--- src/rtl/synapse_integrator_if.sv ---
`default_nettype none
// +------------------------------------------------------------------+
// | Module      : synapse_integrator_if                              |
// | Description : Bus bundle between the spike/weight source and the |
// |               synapse integrator.                                |
// |   en        - integrate enable (source -> integrator)            |
// |   spike_in  - presynaptic spike lines, one bit per input         |
// |   w_we      - weight write strobe                                |
// |   w_addr    - weight index                                       |
// |   w_data    - weight value                                       |
// |   current   - registered synaptic current (integrator -> neuron) |
// |   sat       - high for a cycle whose update clipped at 255       |
// | Revision    : 1.0 - initial release                              |
// +------------------------------------------------------------------+
interface synapse_integrator_if #(
   parameter int N_IN     = 4,
   parameter int WEIGHT_W = 6
);
   logic                en;
   logic [N_IN-1:0]     spike_in;
   logic                w_we;
   logic [1:0]          w_addr;
   logic [WEIGHT_W-1:0] w_data;
   logic [7:0]          current;
   logic                sat;

   modport master (
      output en, spike_in, w_we, w_addr, w_data,
      input  current, sat
   );

   modport slave (
      input  en, spike_in, w_we, w_addr, w_data,
      output current, sat
   );
endinterface
`default_nettype wire

--- src/rtl/synapse_integrator.sv ---
`default_nettype none
// +------------------------------------------------------------------+
// | Module      : synapse_integrator                                 |
// | Description : Leaky synaptic current register feeding the LIF    |
// |               neuron. Each enabled cycle the current decays by   |
// |               ceil(cur / 2^DECAY_SHIFT) and the weights of the   |
// |               spiking inputs are added, saturating at 255.       |
// | Ports       :                                                    |
// |   clk       - system clock, rising edge                          |
// |   rst_n     - asynchronous active-low reset                      |
// |   bus       - synapse_integrator_if.slave (en, spike_in, w_we,   |
// |               w_addr, w_data in; current, sat out)               |
// | Revision    : 1.0 - initial release                              |
// +------------------------------------------------------------------+
module synapse_integrator #(
   parameter int N_IN        = 4,
   parameter int WEIGHT_W    = 6,
   parameter int DECAY_SHIFT = 1,
   parameter int W_RESET     = 8
) (
   input  logic                  clk,
   input  logic                  rst_n,
   synapse_integrator_if.slave   bus
);

   // 10 bits hold cur (255) plus the largest weight sum with room to spare.
   localparam int                C_RAW_W = 10;
   localparam logic [C_RAW_W-1:0] C_ROUND = C_RAW_W'((1 << DECAY_SHIFT) - 1);
   localparam logic [C_RAW_W-1:0] C_MAX   = C_RAW_W'(255);

   logic [WEIGHT_W-1:0] weight_q [N_IN];
   logic [7:0]          current_q, current_d;
   logic                sat_q, sat_d;

   logic [C_RAW_W-1:0]  w_sum;
   logic [C_RAW_W-1:0]  w_decay;
   logic [C_RAW_W-1:0]  w_raw;

   // Weight bank. The update below reads weight_q, so a write landing on
   // the same edge as a spike is only seen from the following edge.
   always_ff @(posedge clk or negedge rst_n) begin
      if (!rst_n) begin
         for (int i = 0; i < N_IN; i++) begin
            weight_q[i] <= WEIGHT_W'(W_RESET);
         end
      end else if (bus.w_we) begin
         for (int i = 0; i < N_IN; i++) begin
            if (bus.w_addr == 2'(i)) begin
               weight_q[i] <= bus.w_data;
            end
         end
      end
   end

   always_comb begin
      w_sum = '0;
      for (int i = 0; i < N_IN; i++) begin
         if (bus.spike_in[i]) begin
            w_sum = w_sum + C_RAW_W'(weight_q[i]);
         end
      end
   end

   // Ceiling division keeps a non-zero current decaying until it hits 0;
   // it also guarantees decay <= cur, so the subtraction never wraps.
   always_comb begin
      w_decay = ({2'b00, current_q} + C_ROUND) >> DECAY_SHIFT;
      w_raw   = {2'b00, current_q} - w_decay + w_sum;
   end

   always_comb begin
      current_d = current_q;
      sat_d     = sat_q;
      if (bus.en) begin
         if (w_raw > C_MAX) begin
            current_d = 8'hFF;
            sat_d     = 1'b1;
         end else begin
            current_d = w_raw[7:0];
            sat_d     = 1'b0;
         end
      end
   end

   always_ff @(posedge clk or negedge rst_n) begin
      if (!rst_n) begin
         current_q <= 8'h00;
         sat_q     <= 1'b0;
      end else begin
         current_q <= current_d;
         sat_q     <= sat_d;
      end
   end

   assign bus.current = current_q;
   assign bus.sat     = sat_q;

endmodule
`default_nettype wire

--- src/flat_wrapper.sv ---
// flat-port wrapper written by rule: the top's interface ports become plain ports
module synapse_integrator_flat 
#(
   parameter int N_IN        = 4,
   parameter int WEIGHT_W    = 6,
   parameter int DECAY_SHIFT = 1,
   parameter int W_RESET     = 8
)
  (clk, rst_n, bus_en, bus_spike_in, bus_w_we, bus_w_addr, bus_w_data, bus_current, bus_sat);
  synapse_integrator_if #(.N_IN(N_IN), .WEIGHT_W(WEIGHT_W)) bus_i ();
  input  logic clk;
  input  logic rst_n;
  input wire logic [$bits(bus_i.en)-1:0] bus_en;
  input wire logic [$bits(bus_i.spike_in)-1:0] bus_spike_in;
  input wire logic [$bits(bus_i.w_we)-1:0] bus_w_we;
  input wire logic [$bits(bus_i.w_addr)-1:0] bus_w_addr;
  input wire logic [$bits(bus_i.w_data)-1:0] bus_w_data;
  output wire logic [$bits(bus_i.current)-1:0] bus_current;
  output wire logic [$bits(bus_i.sat)-1:0] bus_sat;
  assign bus_i.en = bus_en;
  assign bus_i.spike_in = bus_spike_in;
  assign bus_i.w_we = bus_w_we;
  assign bus_i.w_addr = bus_w_addr;
  assign bus_i.w_data = bus_w_data;
  assign bus_current = bus_i.current;
  assign bus_sat = bus_i.sat;
  synapse_integrator #(.N_IN(N_IN), .WEIGHT_W(WEIGHT_W), .DECAY_SHIFT(DECAY_SHIFT), .W_RESET(W_RESET)) u_core (.clk(clk), .rst_n(rst_n), .bus(bus_i));
endmodule
--- config.mk ---
export PLATFORM = sky130hd
export DESIGN_NAME = synapse_integrator_flat
export DESIGN_NICKNAME = d
export VERILOG_FILES = /design/src/rtl/synapse_integrator_if.sv /design/src/rtl/synapse_integrator.sv /design/src/flat_wrapper.sv
export SDC_FILE = /design/constraint.sdc
export NUM_CORES = 1
export LEC_CHECK = 0
export ABC_CLOCK_PERIOD_IN_PS = 5900
export CAP_MARGIN = 20
export CORE_ASPECT_RATIO = 1.4
export CORE_MARGIN = 5
export CORE_UTILIZATION = 50
export DETAILED_ROUTE_END_ITERATION = 16
export GPL_ROUTABILITY_DRIVEN = 0
export GPL_TIMING_DRIVEN = 0
export PLACE_DENSITY = 0.75
export SYNTH_ARGS = -nofsm -noshare
export SYNTH_HDL_FRONTEND = slang
export SYNTH_SLANG_ARGS = --single-unit
--- constraint.sdc ---
create_clock -name clk -period 5.9 [get_ports clk]
set_input_delay 0.59 -clock clk [delete_from_list [all_inputs] [get_ports clk]]
set_output_delay 0.59 -clock clk [all_outputs]
set_load 0.005 [all_outputs]
# Word-level counts from Yosys, hierarchy flattened
# Index checks and enable logic that the tools add are counted.
[word_totals] register_bits=33 latchBits=0 mem_bits_rw=0 romBits=0 out_inout_bits=9 elab_cells=27 mem_count=0
[classes] addsub=6 n_mul=0 div=0 order_cmp=1 eq_ne=3 shifts=0 mux=6 bitwise=0 n_reduce_logical=5
[ops] op="$mux W10" n=3
[ops] op="$add A10 B6 Y10" n=2
[ops] op="$add A10 B10 Y10" n=1
[ops] op="$gt A10 B8 Y1 const B" n=1
[ops] op="$sub A8 B9 Y10" n=1
[ops] op="$add A8 B1 Y9 const B" n=1
[ops] op="$mux W8" n=1
[ops] op="$reduce_and A2 Y1" n=4
[ops] op="$add A6 B6 Y7" n=1
[ops] op="$mux W6" n=1
[ops] op="$eq A2 B2 Y1 const B" n=2
[ops] op="$eq A2 B1 Y1 const B" n=1
[ops] op="$logic_not A2 Y1" n=1
[ops] op="$mux W1" n=1

# Logic depth before layout (Yosys ltp)
[logic_depth] depth_word=10 depth_mapped=30 mapped_depth_nobuf=29

# Worst setup path after synthesis
# OpenSTA, ideal clock, no wires.
[synth_path] path_kind="input port to flip-flop" start="in bus_spike_in[0]" end="reg u_core.sat_q, in the netlist u_core.bus.sat" arrival_ps=6111 required_time_ps=5753 path_slack_ps=-358 cell_stages=27 path_cell_list="buf_2 and2_1 ha_1 inv_1 fa_1 and2b_1 a21oi_1 o211a_1 xnor2_1 mux2i_1 inv_1 ha_1 a21oi_1 xnor2_1 mux2_2 ha_1 or4_1 o2111ai_1 mux2_2 o22ai_1 fa_1 ha_1 and2_1 a311oi_1 or3_1 buf_6 a41oi_2"
[synth_via] elab_chain_len=10
[synth_rtl] element="start, declared" line_no="flat_wrapper.sv:14" source="input wire logic [$bits(bus_i.spike_in)-1:0] bus_spike_in;"
[synth_rtl] element="$mux W6 (*)" line_no="synapse_integrator.sv:58" source="if (bus.spike_in[i]) begin"
[synth_rtl] element="$add A6 B6 Y7" line_no="synapse_integrator.sv:59" source="w_sum = w_sum + C_RAW_W'(weight_q[i]);"
[synth_rtl] element="$mux W10 (*)" line_no="synapse_integrator.sv:58"
[synth_rtl] element="$add A10 B6 Y10" line_no="synapse_integrator.sv:59"
[synth_rtl] element="$mux W10 (*)" line_no="synapse_integrator.sv:58"
[synth_rtl] element="$add A10 B6 Y10" line_no="synapse_integrator.sv:59"
[synth_rtl] element="$mux W10 (*)" line_no="synapse_integrator.sv:58"
[synth_rtl] element="$add A10 B10 Y10 (*)" line_no="synapse_integrator.sv:68" source="w_raw = {2'b00, current_q} - w_decay + w_sum;"
[synth_rtl] element="$gt A10 B8 Y1 (*)" line_no="synapse_integrator.sv:75" source="if (w_raw > C_MAX) begin"
[synth_rtl] element="$mux W1 (*)" line_no="synapse_integrator.sv:75"
[synth_rtl] element="end signal, assigned" line_no="synapse_integrator.sv:91" source="sat_q <= sat_d;"
[synth_rtl] element="end, declared" line_no="synapse_integrator.sv:33" source="logic sat_q, sat_d;"
# Every way passes the cells marked *; elsewhere a longest branch is shown, timed or not.
# A chain may end at the register's enable or synchronous reset.

# Final worst setup path
[layout_path] start="in bus_spike_in[0]" end="reg u_core.current_q[2], in the netlist u_core.bus.current[2]"
[layout_via] elab_chain_len=10
[layout_rtl] element="$mux W6 (*)" line_no="synapse_integrator.sv:58"
[layout_rtl] element="$add A6 B6 Y7" line_no="synapse_integrator.sv:59"
[layout_rtl] element="$mux W10 (*)" line_no="synapse_integrator.sv:58"
[layout_rtl] element="$add A10 B6 Y10" line_no="synapse_integrator.sv:59"
[layout_rtl] element="$mux W10 (*)" line_no="synapse_integrator.sv:58"
[layout_rtl] element="$add A10 B6 Y10" line_no="synapse_integrator.sv:59"
[layout_rtl] element="$mux W10 (*)" line_no="synapse_integrator.sv:58"
[layout_rtl] element="$add A10 B10 Y10 (*)" line_no="synapse_integrator.sv:68"
[layout_rtl] element="$gt A10 B8 Y1" line_no="synapse_integrator.sv:75"
[layout_rtl] element="$mux W8 (*)" line_no="synapse_integrator.sv:75"
[layout_rtl] element="end signal, assigned" line_no="synapse_integrator.sv:90" source="current_q <= current_d;"
[layout_rtl] element="end, declared" line_no="synapse_integrator.sv:32" source="logic [7:0] current_q, current_d;"
# Marks and branches as above.

==> results.cfg <==
[clock_network]
cts_tree = done
cts_max_level = 2
root_buffer = clkbuf_8
cts_buffer_depth = 2
cts_hold_buf = 0
cts_sinks = 33
clk_latency_ns = 0.30
clk_pin_slew_ns = 0.07
cts_buffers = 5

[final_layout]
postLayoutCellArea_sq_um = 3994
antenna_cells = 0
syn2layout_area_growth_pct = 28.19
fin_nets = 438
utilization = 0.6520
drive_gt1_frac = 0.3089

[sta]
tightest_slew_ns = 1.039
rsz0062_at_grt = true
final-setup-viol-count = 0
timing.hold.ws_ns = 0.3652
skew_ns = 0.01023
fmax_mhz = 172.5
slew_viol_final = 0
final-hold-violation-count = 0
fin_crit_sh = 0.9823
period_minus_slack_ns = 5.796
worst_slew_margin_rel = 0.3055

[place]
hpwl_mm = 5.394
placed_cell_area_sq_um = 3528
port_buffers = 23

[die]
num_io_pins = 25
rows = 34
die_w_microns = 76.72
core_area_sq_um = 6126
die_area_sq_um = 7932
die_h_microns = 103.4
start_util = 0.5086

[yosys]
yosys.area_share.adder = 0.1912
synthSimpleGateAreaFrac = 0.1410
synth_top_area_frac = 0.2329
yosys-top-cells-area = dfrtp_1 23%, ha_1 12%, mux2_2 11%
synthTopCellsByCount = 31 x inv_1, 31 x mux2_2, 31 x nor2_1, 30 x ha_1, 29 x dfrtp_1
syn_inst = 333
synth-edff-count = 0
ys_ff_latch = 33
syn_area_per_cell_sq_um = 9.356
synth.cell_area_sq_um = 3115
synth_top_family_by_area = adder cells
synth_xor_area_frac = 0.07028
synth_compound_area_frac = 0.1582
ys_types = 54
synth_seq_area_share = 0.2667
async_reset_ff_frac = 1.000
yosysWarnings = 0
synthesis.nets = 390
synthMuxAreaShare = 0.1217
yosys_most_used_dff = dfrtp_1
post-synth-top-area-cell = dfrtp_1

[grt]
overflow = 0
grt_antenna_before_repair = 0
grt_max_degree = 34
grt_pass1_vias = 2704
grt_use_total = 0.1916
grt_pass1_wl_mm = 12.31

[setup_path]
worstPathArrival_ns = 6.01
r2r-start = u_core.weight_q[18]
crit_start = bus_spike_in[0]
critPathLaunchType = input port
slowest_stage = or4_4
crit_type = in -> reg
crit_path_frequent_cell = ha_4
crit_family = adder cells
critical_path_required_ns = 6.11
reg2reg_depth = 26
path_max_fanout = 5
cp.depth = 27
worst_path_largest_cell_delay_ns = 0.50
cp-end-kind = register
critPathBufInv = 4

[flow_run]
maxCapViolations = 0

[detailed_routing]
wl_mm = 7.500
first_pass_iters = 4
wl_per_cell_microns = 16.52
drc = 0
num_vias = 2640
routed_via_density = 5.815
drt-initial-drc-count = 97
ant_nets = 0

[status]
status = complete, no violations

[hold_path]
hold_path.class = in -> async
routing by layer:
layer	up-vias	wire length (microns)	global-route usage
li1	1271	-	-
met1	1320	2847	0.1939
met2	37	4346	0.3780
met3	12	151	0.03380
met4	0	154	0.08883
met5	-	0	0
kinds of logic (layout without fill, tap and decap cells):
family | count (synthesis) | count (layout)
xor+xnor | 25 | 25
fa+ha+maj | 41 | 41
buf+inv | 38 | 87
mux | 34 | 34
flops | 33 | 33
compound gates | 71 | 71
simple gates | 91 | 91
layout by cell type, fill, tap and decap left out, types with 8 or more instances in the layout:
| cell | synthesis | final |
|---|---|---|
| a21oi_1 | 16 | 12 |
| ha_1 | 30 | 20 |
| nand3_1 | 8 | 8 |
| clkdlybuf4s50_1 | 0 | 20 |
| ha_4 | 0 | 8 |
| buf_4 | 0 | 19 |
| fa_1 | 11 | 10 |
| dfrtp_1 | 29 | 29 |
| xnor2_1 | 18 | 18 |
| nand2_1 | 18 | 16 |
| nor2_1 | 31 | 28 |
| inv_1 | 31 | 30 |
| mux2_2 | 31 | 29 |
cell type report:
type / instances / area, sq um
fill: 500 / 2132
buffer: 4 / 30.03
timing repair buffer: 43 / 382.9
multi-input combinational: 262 / 2450
tap: 72 / 90.09
inverter: 32 / 120.1
clock buffer: 8 / 90.09
sequential: 33 / 830.8
stage by stage:
step	setup slack, ns	std cells	setup TNS (ns)
final	0.1042	454	0
after global placement	-1.212	428	-10.59
after global routing	-0.1842	454	-1.401
after CTS	0.04094	450	0
after detailed placement	-1.260	428	-10.90
after floorplan	-0.05704	333	-0.4385
final timing paths:
check                                         to  slack (ns)
max reg2reg                u_core.bus.current[2]        0.13
max                        u_core.bus.current[2]        0.10
min reg2reg                  u_core.weight_q[22]        0.52
max in group asynchronous     u_core.weight_q[5]        5.03
min in group clk             u_core.weight_q[22]        0.52
min                          u_core.weight_q[19]        0.37
repair_timing:
action | CTS | global route
gates cloned | 1 | 0
pin swaps | 17 | 11
setup buffers | 14 | 5
endpoints found under the setup margin | 9 | 9
resized for setup | 22 | 30
registers in the layout, summed over array words and instances (netlist names):
| register | count |
|---|---|
| u_core.bus.current | 8 |
| u_core.weight_q | 24 |
| u_core.bus.sat | 1 |
Power is left out: the tool's default activity adds up to more than one toggle a clock period on the data nets, which glitch-free logic cannot reach.
